===== src/rtl/freq_counter_poller.sv =====
// AXI4-Lite master that enables a FrequencyCounter core and polls its count register, strobing each valid count.
// Optional per-transfer watchdog enabled by defining FREQ_POLL_TIMEOUT_EN.
module freq_counter_poller #(
  parameter logic [15:0] CtrlAddr_Gen      = 16'h0000,
  parameter logic [15:0] CountAddr_Gen     = 16'h0004,
  parameter int          PollCycles_Gen    = 1000,
  parameter int          TimeoutCycles_Gen = 65535
) (
  input  logic        SysClk_ClkIn,
  input  logic        SysRstN_RstIn,
  input  logic        Enable_EnaIn,
  input  logic [7:0]  Period_DatIn,
  output logic        AxiWriteAddrValid_ValOut,
  input  logic        AxiWriteAddrReady_RdyIn,
  output logic [15:0] AxiWriteAddrAddress_AdrOut,
  output logic [2:0]  AxiWriteAddrProt_DatOut,
  output logic        AxiWriteDataValid_ValOut,
  input  logic        AxiWriteDataReady_RdyIn,
  output logic [31:0] AxiWriteDataData_DatOut,
  output logic [3:0]  AxiWriteDataStrobe_DatOut,
  input  logic        AxiWriteRespValid_ValIn,
  output logic        AxiWriteRespReady_RdyOut,
  input  logic [1:0]  AxiWriteRespResponse_DatIn,
  output logic        AxiReadAddrValid_ValOut,
  input  logic        AxiReadAddrReady_RdyIn,
  output logic [15:0] AxiReadAddrAddress_AdrOut,
  output logic [2:0]  AxiReadAddrProt_DatOut,
  input  logic        AxiReadDataValid_ValIn,
  output logic        AxiReadDataReady_RdyOut,
  input  logic [1:0]  AxiReadDataResponse_DatIn,
  input  logic [31:0] AxiReadDataData_DatIn,
  output logic [30:0] Frequency_DatOut,
  output logic        Frequency_ValOut,
  output logic        Error_ErrOut
);

  typedef enum logic [2:0] {IDLE, WR_CTRL, WR_RESP, POLL_WAIT, RD_ADDR, RD_DATA} state_e;

  localparam int PollW = (PollCycles_Gen > 2) ? $clog2(PollCycles_Gen) : 1;

  state_e             state_q, state_d;
  logic [PollW-1:0]   poll_cnt_q, poll_cnt_d;
  logic [7:0]         period_q, period_d;
  logic               awvalid_q, awvalid_d;
  logic [15:0]        awaddr_q, awaddr_d;
  logic               wvalid_q, wvalid_d;
  logic [31:0]        wdata_q, wdata_d;
  logic               bready_q, bready_d;
  logic               arvalid_q, arvalid_d;
  logic [15:0]        araddr_q, araddr_d;
  logic               rready_q, rready_d;
  logic [30:0]        freq_q, freq_d;
  logic               freq_vld_q, freq_vld_d;
  logic               err_q, err_d;

`ifdef FREQ_POLL_TIMEOUT_EN
  localparam int ToW = $clog2(TimeoutCycles_Gen + 1);
  logic [ToW-1:0] wd_cnt_q, wd_cnt_d;
`endif

  always_comb begin
    state_d    = state_q;
    poll_cnt_d = poll_cnt_q;
    period_d   = period_q;
    awvalid_d  = awvalid_q;
    awaddr_d   = awaddr_q;
    wvalid_d   = wvalid_q;
    wdata_d    = wdata_q;
    bready_d   = bready_q;
    arvalid_d  = arvalid_q;
    araddr_d   = araddr_q;
    rready_d   = rready_q;
    freq_d     = freq_q;
    freq_vld_d = 1'b0;
    err_d      = err_q;
    case (state_q)
      IDLE: begin
        if (Enable_EnaIn) begin
          state_d   = WR_CTRL;
          awvalid_d = 1'b1;
          wvalid_d  = 1'b1;
          awaddr_d  = CtrlAddr_Gen;
          wdata_d   = {16'h0, Period_DatIn, 7'h0, 1'b1};
          period_d  = Period_DatIn;
          err_d     = 1'b0;
        end
      end
      WR_CTRL: begin
        if (AxiWriteAddrReady_RdyIn) awvalid_d = 1'b0;
        if (AxiWriteDataReady_RdyIn) wvalid_d = 1'b0;
        if (!awvalid_d && !wvalid_d) begin
          state_d  = WR_RESP;
          bready_d = 1'b1;
        end
      end
      WR_RESP: begin
        if (AxiWriteRespValid_ValIn) begin
          bready_d   = 1'b0;
          poll_cnt_d = '0;
          if (AxiWriteRespResponse_DatIn != 2'b00) err_d = 1'b1;
          state_d = wdata_q[0] ? POLL_WAIT : IDLE;
        end
      end
      POLL_WAIT: begin
        // Disable wins over a period change; both reuse the control write path.
        if (!Enable_EnaIn || (Period_DatIn != period_q)) begin
          state_d   = WR_CTRL;
          awvalid_d = 1'b1;
          wvalid_d  = 1'b1;
          awaddr_d  = CtrlAddr_Gen;
          wdata_d   = Enable_EnaIn ? {16'h0, Period_DatIn, 7'h0, 1'b1} : 32'h0;
          period_d  = Period_DatIn;
        end else if (poll_cnt_q == PollW'(PollCycles_Gen - 1)) begin
          state_d   = RD_ADDR;
          arvalid_d = 1'b1;
          araddr_d  = CountAddr_Gen;
        end else begin
          poll_cnt_d = poll_cnt_q + 1'b1;
        end
      end
      RD_ADDR: begin
        if (AxiReadAddrReady_RdyIn) begin
          arvalid_d = 1'b0;
          rready_d  = 1'b1;
          state_d   = RD_DATA;
        end
      end
      RD_DATA: begin
        if (AxiReadDataValid_ValIn) begin
          rready_d   = 1'b0;
          poll_cnt_d = '0;
          state_d    = POLL_WAIT;
          if (AxiReadDataResponse_DatIn != 2'b00) begin
            err_d = 1'b1;
          end else if (AxiReadDataData_DatIn[31]) begin
            freq_d     = AxiReadDataData_DatIn[30:0];
            freq_vld_d = 1'b1;
          end
        end
      end
      default: state_d = IDLE;
    endcase
`ifdef FREQ_POLL_TIMEOUT_EN
    // Watchdog only flags the error; the pending handshake is still awaited.
    wd_cnt_d = '0;
    if (state_q != IDLE && state_q != POLL_WAIT && state_d == state_q) begin
      wd_cnt_d = (wd_cnt_q != ToW'(TimeoutCycles_Gen)) ? wd_cnt_q + 1'b1 : wd_cnt_q;
      if (wd_cnt_q == ToW'(TimeoutCycles_Gen - 1)) err_d = 1'b1;
    end
`endif
  end

  always_ff @(posedge SysClk_ClkIn or negedge SysRstN_RstIn) begin
    if (!SysRstN_RstIn) begin
      state_q    <= IDLE;
      poll_cnt_q <= '0;
      period_q   <= '0;
      awvalid_q  <= 1'b0;
      awaddr_q   <= '0;
      wvalid_q   <= 1'b0;
      wdata_q    <= '0;
      bready_q   <= 1'b0;
      arvalid_q  <= 1'b0;
      araddr_q   <= '0;
      rready_q   <= 1'b0;
      freq_q     <= '0;
      freq_vld_q <= 1'b0;
      err_q      <= 1'b0;
    end else begin
      state_q    <= state_d;
      poll_cnt_q <= poll_cnt_d;
      period_q   <= period_d;
      awvalid_q  <= awvalid_d;
      awaddr_q   <= awaddr_d;
      wvalid_q   <= wvalid_d;
      wdata_q    <= wdata_d;
      bready_q   <= bready_d;
      arvalid_q  <= arvalid_d;
      araddr_q   <= araddr_d;
      rready_q   <= rready_d;
      freq_q     <= freq_d;
      freq_vld_q <= freq_vld_d;
      err_q      <= err_d;
    end
  end

`ifdef FREQ_POLL_TIMEOUT_EN
  always_ff @(posedge SysClk_ClkIn or negedge SysRstN_RstIn) begin
    if (!SysRstN_RstIn) wd_cnt_q <= '0;
    else                wd_cnt_q <= wd_cnt_d;
  end
`endif

  assign AxiWriteAddrValid_ValOut   = awvalid_q;
  assign AxiWriteAddrAddress_AdrOut = awaddr_q;
  assign AxiWriteAddrProt_DatOut    = 3'b000;
  assign AxiWriteDataValid_ValOut   = wvalid_q;
  assign AxiWriteDataData_DatOut    = wdata_q;
  assign AxiWriteDataStrobe_DatOut  = 4'hF;
  assign AxiWriteRespReady_RdyOut   = bready_q;
  assign AxiReadAddrValid_ValOut    = arvalid_q;
  assign AxiReadAddrAddress_AdrOut  = araddr_q;
  assign AxiReadAddrProt_DatOut     = 3'b000;
  assign AxiReadDataReady_RdyOut    = rready_q;
  assign Frequency_DatOut           = freq_q;
  assign Frequency_ValOut           = freq_vld_q;
  assign Error_ErrOut               = err_q;

endmodule

===== config.mk =====
export PLATFORM = sky130hd
export DESIGN_NAME = freq_counter_poller
export DESIGN_NICKNAME = d
export VERILOG_FILES = /design/src/rtl/freq_counter_poller.sv
export SDC_FILE = /design/constraint.sdc
export NUM_CORES = 1
export LEC_CHECK = 0
export CAP_MARGIN = 10
export CORE_MARGIN = 8
export CORE_UTILIZATION = 42
export CTS_CLUSTER_SIZE = 12
export DETAILED_ROUTE_END_ITERATION = 10
export GPL_TIMING_DRIVEN = 0
export PLACE_DENSITY = 0.82
export SETUP_SLACK_MARGIN = 0.05
export SLEW_MARGIN = 20
export SYNTH_ARGS = -nofsm -noshare
export SYNTH_HDL_FRONTEND = slang
export SYNTH_SLANG_ARGS = --single-unit

===== constraint.sdc =====
create_clock -name SysClk_ClkIn -period 2.3 [get_ports SysClk_ClkIn]
set_input_delay 0.46 -clock SysClk_ClkIn [delete_from_list [all_inputs] [get_ports SysClk_ClkIn]]
set_output_delay 0.46 -clock SysClk_ClkIn [all_outputs]
set_load 0.03 [all_outputs]

# Yosys cells after proc, flatten, opt, wreduce, memory -nomap -nowiden
# Index checks and enable logic that the tools add are counted.
[word_totals]
input_bits = 52
wordCells = 113
output_inout_bits = 112
ff_bits = 108
[op_classes]
n_mux = 52
n_reduce_logical = 25
n_bitwise = 2
n_eq_ne = 19
add_sub_neg = 1
[ops]
columns = ["cell", "count"]
rows = [
  ["$mux W32", 2],
  ["$pmux W32 S2", 1],
  ["$mux W16", 3],
  ["$mux W10", 4],
  ["$pmux W16 S2", 1],
  ["$pmux W10 S3", 1],
  ["$mux W1", 22],
  ["$ne A2 B2 Y1 const B", 11],
  ["$mux W3", 7],
  ["$pmux W3 S6", 1],
  ["$mux W8", 2],
  ["$pmux W8 S2", 1],
  ["$reduce_and A3 Y1", 5],
  ["$reduce_and A6 Y1", 2],
  ["$reduce_bool A2 Y1", 6],
  ["$add A10 B1 Y10 const B", 1],
  ["$eq A10 B10 Y1 const B", 1],
  ["$pmux W1 S3", 3],
  ["$reduce_bool A3 Y1", 3],
  ["$ne A8 B8 Y1", 1],
  ["$reduce_and A4 Y1", 2],
  ["$eq A3 B2 Y1 const B", 2],
  ["$eq A3 B3 Y1 const B", 2],
  ["$pmux W1 S2", 3],
  ["other kinds (9)", 12],
]

# Depth between registers and ports, before layout
[logic_depth]
depth_word = 6
ltp_mapped = 7
ltp_nobuf = 6

# Worst setup path before layout
# OpenSTA, ideal clock, no wires.
[synth_path]
path_type = "input to register"
from = "input port Period_DatIn[5]"
to = "register period_q[0]"
path_buffers = 0
slack_ps = 461
arrival_time_ps = 1715
setup_ps = 125
required_ps = 2175
path_stages = 5
cell_sequence = "xor2_1 nor3_4 a31oi_4 a21oi_4 mux2_2"
[synth_between]
elab_chain_len = 4
[synth_lines]
columns = ["element", "line_no", "rtl"]
rows = [
  ["start, declared", "12", "input logic [7:0] Period_DatIn,"],
  ["$ne A8 B8 Y1", "106", "if (!Enable_EnaIn || (Period_DatIn != period_q)) begin"],
  ["$logic_or A1 B1 Y1", "106", ""],
  ["$ne A2 B2 Y1 (no line)", "n/a", ""],
  ["$reduce_and A3 Y1 (no line)", "n/a", ""],
  ["end signal, assigned", "172", "period_q <= period_d;"],
  ["end, declared", "43", "logic [7:0] period_q, period_d;"],
]
# No other way between the ends.
# A chain may end at the register's enable or synchronous reset.

# Final worst setup path
[layout_path]
from = "input port Period_DatIn[3]"
to = "register period_q[5]"
# Same word-level chain as after synthesis.

==> flow_metrics.py <==
metrics = {
    "worst_setup_path": {
        "path_buf_inv": 2,
        "endpoint": "period_q[5]",
        "rr_startpoint": "poll_cnt_q[0]",
        "rr_endpoint": "poll_cnt_q[5]",
        "reg2reg_depth": 7,
        "timing.critical_path.depth": 7,
        "crit_family": "buffers and inverters",
        "slowest_stage": "clkdlybuf4s50_1",
        "crit_path_max_fanout": 9,
        "arrival_ns": 2.38,
        "reg2reg_slack_ns": 0.27,
        "critPathLaunchType": "input pin",
        "crit_chain": "clkdlybuf4s50_1, xnor2_1, and4_1, buf_2, a31oi_4, a21oi_4, mux2_2",
        "required_ns": 2.54,
        "slowest_delay_ns": 0.47,
        "criticalPathCategory": "in -> reg",
        "startpoint": "Period_DatIn[3]",
        "endpoint_kind": "flop",
    },
    "cells_and_area": {
        "syn_to_final_growth_pct": 45.19,
        "nNetsFinal": 566,
        "final_util_pct": 62.13,
        "antenna_cells": 0,
        "drive_gt1_share_pct": 27.80,
    },
    "clock_tree": {
        "clk_pin_slew_ns": 0.08,
        "cts_buffer_depth": 2,
        "post_cts_resized": 0,
        "cts-root-buf": "clkbuf_8",
        "cts_sinks": 69,
        "cts_tree": "done",
        "h-tree-depth": 3,
        "cts_made_buffers": 9,
        "clock_latency_ns": 0.36,
        "ctsHoldBuffers": 0,
    },
    "synth": {
        "yosysWarnings": 0,
        "synth_edf_count": 0,
        "yosysMostFrequentCell": "dfrtp_1",
        "synth_area_mm2": 0.003677,
        "avgSynthCellArea_um2": 10.88,
        "synthFlopType": "dfrtp_1",
        "synth.top_cell.area_share_pct": 46.95,
        "ys_seq_elements": 69,
        "ys_top_cells_by_count": "dfrtp_1, buf_4, mux2_2, nand2_1, o21ai_0",
        "ys_top_cells_by_area": "dfrtp_1, buf_4, mux2_2",
        "netlist_instances": 338,
        "synth-async-reset-ratio_pct": 100.0,
        "yosysUniqueCellTypes": 50,
        "ys_seq_area_share_pct": 46.95,
        "synth_largest_area_cell": "dfrtp_1",
    },
    "power": {
        "vdd_drop_max_v": 0.0007557,
        "leakage_nw": 2.596,
        "p_total_mw": 4.675,
        "power_density_mw_per_mm2": 875.7,
    },
    "sta": {
        "fin_setup_tns_ns": 0,
        "fmax_ghz": 0.4680,
        "finalSetupViolCount": 0,
        "timing.final.crit_period_ns": 2.137,
        "hold_viol": 0,
        "skew_ns": 0.01332,
        "rsz0062_at_grt": "no",
        "period_share_pct": 92.91,
        "slew_violations": 0,
    },
    "detailed_routing": {
        "wl_per_cell_um": 15.83,
        "wirelength_um": 9911,
        "drtIter0Drc": 190,
        "vias": 2950,
        "antenna_left": 0,
        "vias_per_cell": 4.712,
        "dr.pass1.iters": 4,
        "drc": 0,
    },
    "die": {
        "core_mm2": 0.008593,
        "die-area_mm2": 0.01201,
        "floorplan.initialDensity_pct": 42.79,
        "boundaryPins": 164,
        "die_w_um": 109.6,
        "fp-row-count": 34,
        "dieHeight_um": 109.6,
    },
    "grt": {
        "grt_pass1_wl_um": 14930,
        "grt_overflow_total": 0,
        "antenna_found_initial": 0,
        "grtUsageTotal_pct": 15.94,
        "grt_pass1_vias": 3009,
        "grt_start_max_net_pins": 41,
    },
    "hold_path": {
        "hold_class": "in -> async",
    },
    "placement": {
        "io_buffers": 99,
        "hpwl_um": 7388,
        "gp_congestion": 0.8688,
    },
    "outcome": {
        "status": "complete, no violations",
    },
    "flow_run": {
        "max_cap_viol_count": 0,
    },
}
metrics by stage:
step / hold WS, ns / cells / area, um2 / setup WS [ns]
after detailed placement: 0.4166 / 608 / 5054 / -0.2601
after floorplan: 0.1644 / 400 / 3910 / 0.4605
after global routing: 0.03855 / 626 / 5339 / 0.05452
after global placement: 0.4510 / 607 / 5036 / -1.575
final: 0.02278 / 626 / 5339 / 0.1630
after CTS: 0.02644 / 624 / 5311 / 0.1192
repair_timing:
item / in CTS / in global routing
endpoints found under the setup margin: 0 / 18
setup buffers: 0 / 2
endpoints found under the hold margin: 0 / 0
flip-flops by register name, indices dropped and copies added, names as in the netlist:
signal,flops
Frequency_DatOut,31
AxiWriteRespReady_RdyOut,1
AxiReadAddrAddress_AdrOut,1
state_q,3
AxiReadAddrValid_ValOut,1
AxiWriteDataValid_ValOut,1
Frequency_ValOut,1
poll_cnt_q,10
AxiWriteAddrValid_ValOut,1
Error_ErrOut,1
AxiWriteDataData_DatOut,9
period_q,8
AxiReadDataReady_RdyOut,1
power by group:
| part | leakage [nW] | switching [mW] | internal (mW) |
|---|---|---|---|
| clock | 0.126 | 0.492 | 0.781 |
| sequential | 0.910 | 0.142 | 1.41 |
| combinational | 1.56 | 1.05 | 0.802 |
worst register-to-register path: cells and delay by family, from the launching register on:
family | cells | cell delay [ns]
flops | 1 | 0.42
fa+ha+maj | 1 | 0.25
simple gates | 1 | 0.24
compound gates | 4 | 0.80
buf+inv | 1 | 0.20
cells in the final DEF (no fill, tap or decap), types with 2 or more instances in the layout:
master | synthesis | routed
bufinv_16 | 0 | 3
nor2_1 | 13 | 13
or2_2 | 2 | 2
buf_2 | 7 | 7
a22o_1 | 8 | 8
a41oi_1 | 2 | 2
o21ai_0 | 14 | 14
a22oi_1 | 2 | 2
nand4_1 | 4 | 4
a21oi_1 | 10 | 10
xnor2_1 | 5 | 5
clkbuf_1 | 2 | 2
nor4_1 | 2 | 2
clkbuf_8 | 0 | 11
or4_1 | 3 | 3
o22ai_1 | 2 | 2
nand3_1 | 9 | 9
nand2_1 | 21 | 21
buf_12 | 0 | 2
a31o_2 | 2 | 2
o211ai_1 | 3 | 3
nand2b_1 | 5 | 5
clkdlybuf4s50_1 | 0 | 98
o31ai_1 | 2 | 2
inv_1 | 8 | 8
and4_1 | 4 | 4
buf_4 | 67 | 69
xor2_1 | 3 | 3
mux2_2 | 39 | 39
dfrtp_1 | 69 | 69
and3_1 | 4 | 4
conb_1 | 2 | 64
and2_1 | 2 | 2
mux2i_1 | 2 | 2
kinds of logic after synthesis:
logic type,after synthesis,share of synthesized area (%)
multiplexers,41,12.49
other,2,0.2042
AO/OA/AOI/OAI,56,11.09
flip-flops,69,46.95
AND/OR/NAND/NOR,76,11.06
adder cells (fa/ha/maj),1,0.3402
XOR/XNOR,8,1.905
buffers and inverters,85,15.96
metal layers:
metal | wire (um) | part of all wire [%] | global-route usage (%) | vias to the layer above
met5 | 0 | 0 | 0 | -
met4 | 125 | 1.3 | 5.979 | 0
met3 | 1333 | 13 | 8.910 | 11
met2 | 4961 | 50 | 26.92 | 151
met1 | 3490 | 35 | 16.17 | 1384
li1 | - | - | - | 1404
worst min path at each step:
stage                     slack, ns  cells after the start                    startpoint                      endpoint
after floorplan                0.16                      0                 SysRstN_RstIn  AxiReadAddrAddress_AdrOut[2]
after global placement         0.45                      1  AxiReadAddrAddress_AdrOut[2]  AxiReadAddrAddress_AdrOut[2]
after detailed placement       0.42                      1                 SysRstN_RstIn          Frequency_DatOut[16]
after CTS                      0.03                      1                 SysRstN_RstIn    AxiWriteDataData_DatOut[0]
after global routing           0.04                      1                 SysRstN_RstIn          Frequency_DatOut[16]
final                          0.02                      1                 SysRstN_RstIn          Frequency_DatOut[16]
final cells by class:
| cell class | count | area, um2 |
|---|---|---|
| plain buffers | 77 | 556.8 |
| clock buffers | 11 | 151.4 |
| clock inverters | 5 | 106.4 |
| fillers | 663 | 3254 |
| inverters | 8 | 30.03 |
| multi-input cells | 246 | 1597 |
| flip-flops and latches | 69 | 1727 |
| well taps | 108 | 135.1 |
| repair buffers | 102 | 1036 |
Note: power is estimated with default switching activity, not from simulation.
==> edit: new RTL, same flow settings <==
Encoding of `state_e`: now one-hot (6 bits for 6 states).
--- a/src/rtl/freq_counter_poller.sv
+++ b/src/rtl/freq_counter_poller.sv
@@ -35,5 +35,5 @@
 );
 
-  typedef enum logic [2:0] {IDLE, WR_CTRL, WR_RESP, POLL_WAIT, RD_ADDR, RD_DATA} state_e;
+  typedef enum logic [5:0] {IDLE = 6'b000001, WR_CTRL = 6'b000010, WR_RESP = 6'b000100, POLL_WAIT = 6'b001000, RD_ADDR = 6'b010000, RD_DATA = 6'b100000} state_e;
 
   localparam int PollW = (PollCycles_Gen > 2) ? $clog2(PollCycles_Gen) : 1;
Behaviour: same outputs for any inputs over 4 cycles, from zero or initial values and one cycle with SysRstN_RstIn low; so few cycles prove little.
==> edit against the unedited design <==
  * Cell area increased by 6.7%
  * Power decreased by 14%
  * Area after synthesis grew 5.1%
  * Setup slack worse by 85 ps
  * Maximum frequency fell by 3.8%
  * Routed wire length down 5.2%
  * Sequential cell count rose by 3
  * Global-route usage shrank 1.7 points
  * Critical path type is now flip-flop to flip-flop
  * Critical endpoint is now Frequency_DatOut[28]$_DFFE_PN0P_
  * Largest cell class unchanged
==> edit: results <==
{
  "root_buffer": "clkbuf_8",
  "min_path_type": "input pin to async pin",
  "outcome": "finished clean",
  "grt_pass1_vias": 3001,
  "detail_route.vias_per_cell": 4.58,
  "synthArstFlopShare_pct": 100,
  "synth.distinct_cells": 49,
  "power.leakage_nw": 2.87,
  "h-tree-depth": 3,
  "clock_skew_ps": 13.4,
  "cts-buffers-inserted": 9,
  "cpPeakStageDelay_ps": 580,
  "reg2reg_depth": 6,
  "powerClk_w": 0.00103,
  "grt_max_degree": 38,
  "avgSynthCellArea_um2": 12.0,
  "dr.pass1.iters": 4,
  "tightestPinTransition_ps": 703,
  "worstPathMaxFanout": 10,
  "crit_path_top_delay_cell": "or4_4",
  "hpwl_mm": 7.13,
  "drt_iter0_markers": 102,
  "pwr-share-seq_pct": 39.8,
  "path_clk_slew_ps": 80,
  "drive_gt1_share_pct": 34.0,
  "arrival_ps": 2450,
  "largest_reg_flops": 31,
  "r2r-start": "state_q[2]$_DFFE_PN0P_",
  "seq_area_frac_synth_pct": 46.7,
  "grt_pass1_wl_mm": 14.6,
  "fin_cells": 628,
  "grt_usage_pct": 14.2,
  "ys_top_cells_by_count": "71 x dfrtp_1, 65 x buf_4, 29 x mux2_4",
  "rrSetupSlack_ps": 80,
  "n_fill_cell": 711,
  "dp_cells": 595,
  "netSwitchingFraction_pct": 33.5,
  "antennaDiodeCount": 0,
  "portBuffers": 99,
  "placed_cell_area_um2": 5240,
  "nets": 565,
  "vdd_drop_max_mv": 0.334,
  "clk_latency_ps": 340,
  "yosys_warnings": 0,
  "finalPower_w": 0.00400,
  "antenna_found_initial": 0,
  "cts_buffer_depth": 2,
  "wl_per_cell_um": 15.0,
  "crit-reg2reg-capture": "Frequency_DatOut[28]$_DFFE_PN0P_",
  "synth_area_leaders": "dfrtp_1 46%, buf_4 13%, mux2_4 11%",
  "place.gp.congestion": 0.807
}
-- edit: cell count changes after synthesis, sizes merged, moves of 3 or more --
cell | before | now
xnor2 | 5 | 8
nand4 | 4 | 14
a21bo | 0 | 8
nand3 | 9 | 6
o211ai | 3 | 0
a21oi | 11 | 7
nand2 | 21 | 12
a22o | 9 | 0
nand2b | 5 | 0
nor2 | 13 | 10
mux2i | 2 | 6
-- edit: through the flow --
stage	setup WS [ps]	hold WS, ps
2_1_floorplan	201	164
4_1_cts	30.4	75.7
3_5_place_dp	-236	459
5_1_grt	34.9	104
6_report	78.3	75.0
3_3_place_gp	-1640	456
-- edit: layout make-up --
| cell class | instances | area, um^2 | area share (%) |
|---|---|---|---|
| Clock buffer | 11 | 141 | 2.48 |
| Buffer | 73 | 589 | 10.3 |
| Timing Repair Buffer | 117 | 1180 | 20.7 |
| Inverter | 6 | 22.5 | 0.395 |
| Clock inverter | 5 | 63.8 | 1.12 |
| Multi-Input combinational cell | 233 | 1750 | 30.8 |
| Tap cell | 111 | 139 | 2.44 |
| Sequential cell | 72 | 1810 | 31.7 |
-- edit: how the worst max path moves through the flow --
stage / startpoint / end / slack [ps] / cells past startpoint
2_1_floorplan: state_q[4]$_DFFE_PN0P_ / period_q[0]$_DFFE_PN0P_ / 200 / 6
3_3_place_gp: SysRstN_RstIn / AxiReadAddrValid_ValOut$_DFFE_PN0P_ / -1640 / 1
3_5_place_dp: Period_DatIn[3] / period_q[0]$_DFFE_PN0P_ / -240 / 7
4_1_cts: poll_cnt_q[0]$_DFFE_PN0P_ / poll_cnt_q[7]$_DFFE_PN0P_ / 30 / 6
5_1_grt: state_q[2]$_DFFE_PN0P_ / poll_cnt_q[7]$_DFFE_PN0P_ / 30 / 6
6_report: state_q[2]$_DFFE_PN0P_ / Frequency_DatOut[28]$_DFFE_PN0P_ / 80 / 6
-- edit: cell families (layout without fill, tap and decap cells) --
group / Yosys count / in the layout / share of synthesized area, %
xor gates and xnor gates: 9 / 9 / 2.04
muxes: 46 / 46 / 16.0
adders and majority gates: 1 / 1 / 0.324
other: 2 / 64 / 0.194
and+or+nand+nor: 71 / 71 / 11.7
AOI/OAI and AO/OA: 42 / 42 / 7.87
buffers and inverters: 79 / 212 / 15.2
DFF: 72 / 72 / 46.7
-- edit: repair_timing --
action | in CTS | in global routing
gates resized for setup | 3 | 15
gates cloned | 0 | 3
endpoints found under the setup margin | 45 | 46
pin swaps | 1 | 2
buffers inserted | 1 | 13
-- edit: routing by layer --
layer  track usage (%)  share of wire (%)
met5                 0                  0
met4              5.93                1.4
met3              7.63                 12
met2              22.4                 46
met1              15.7                 40
-- edit: critical path: cells and delay by family (launching register included) --
kind,cells,cell delay (ps)
mux,1,300
flops,1,440
simple gates,3,1020
buf+inv,2,330
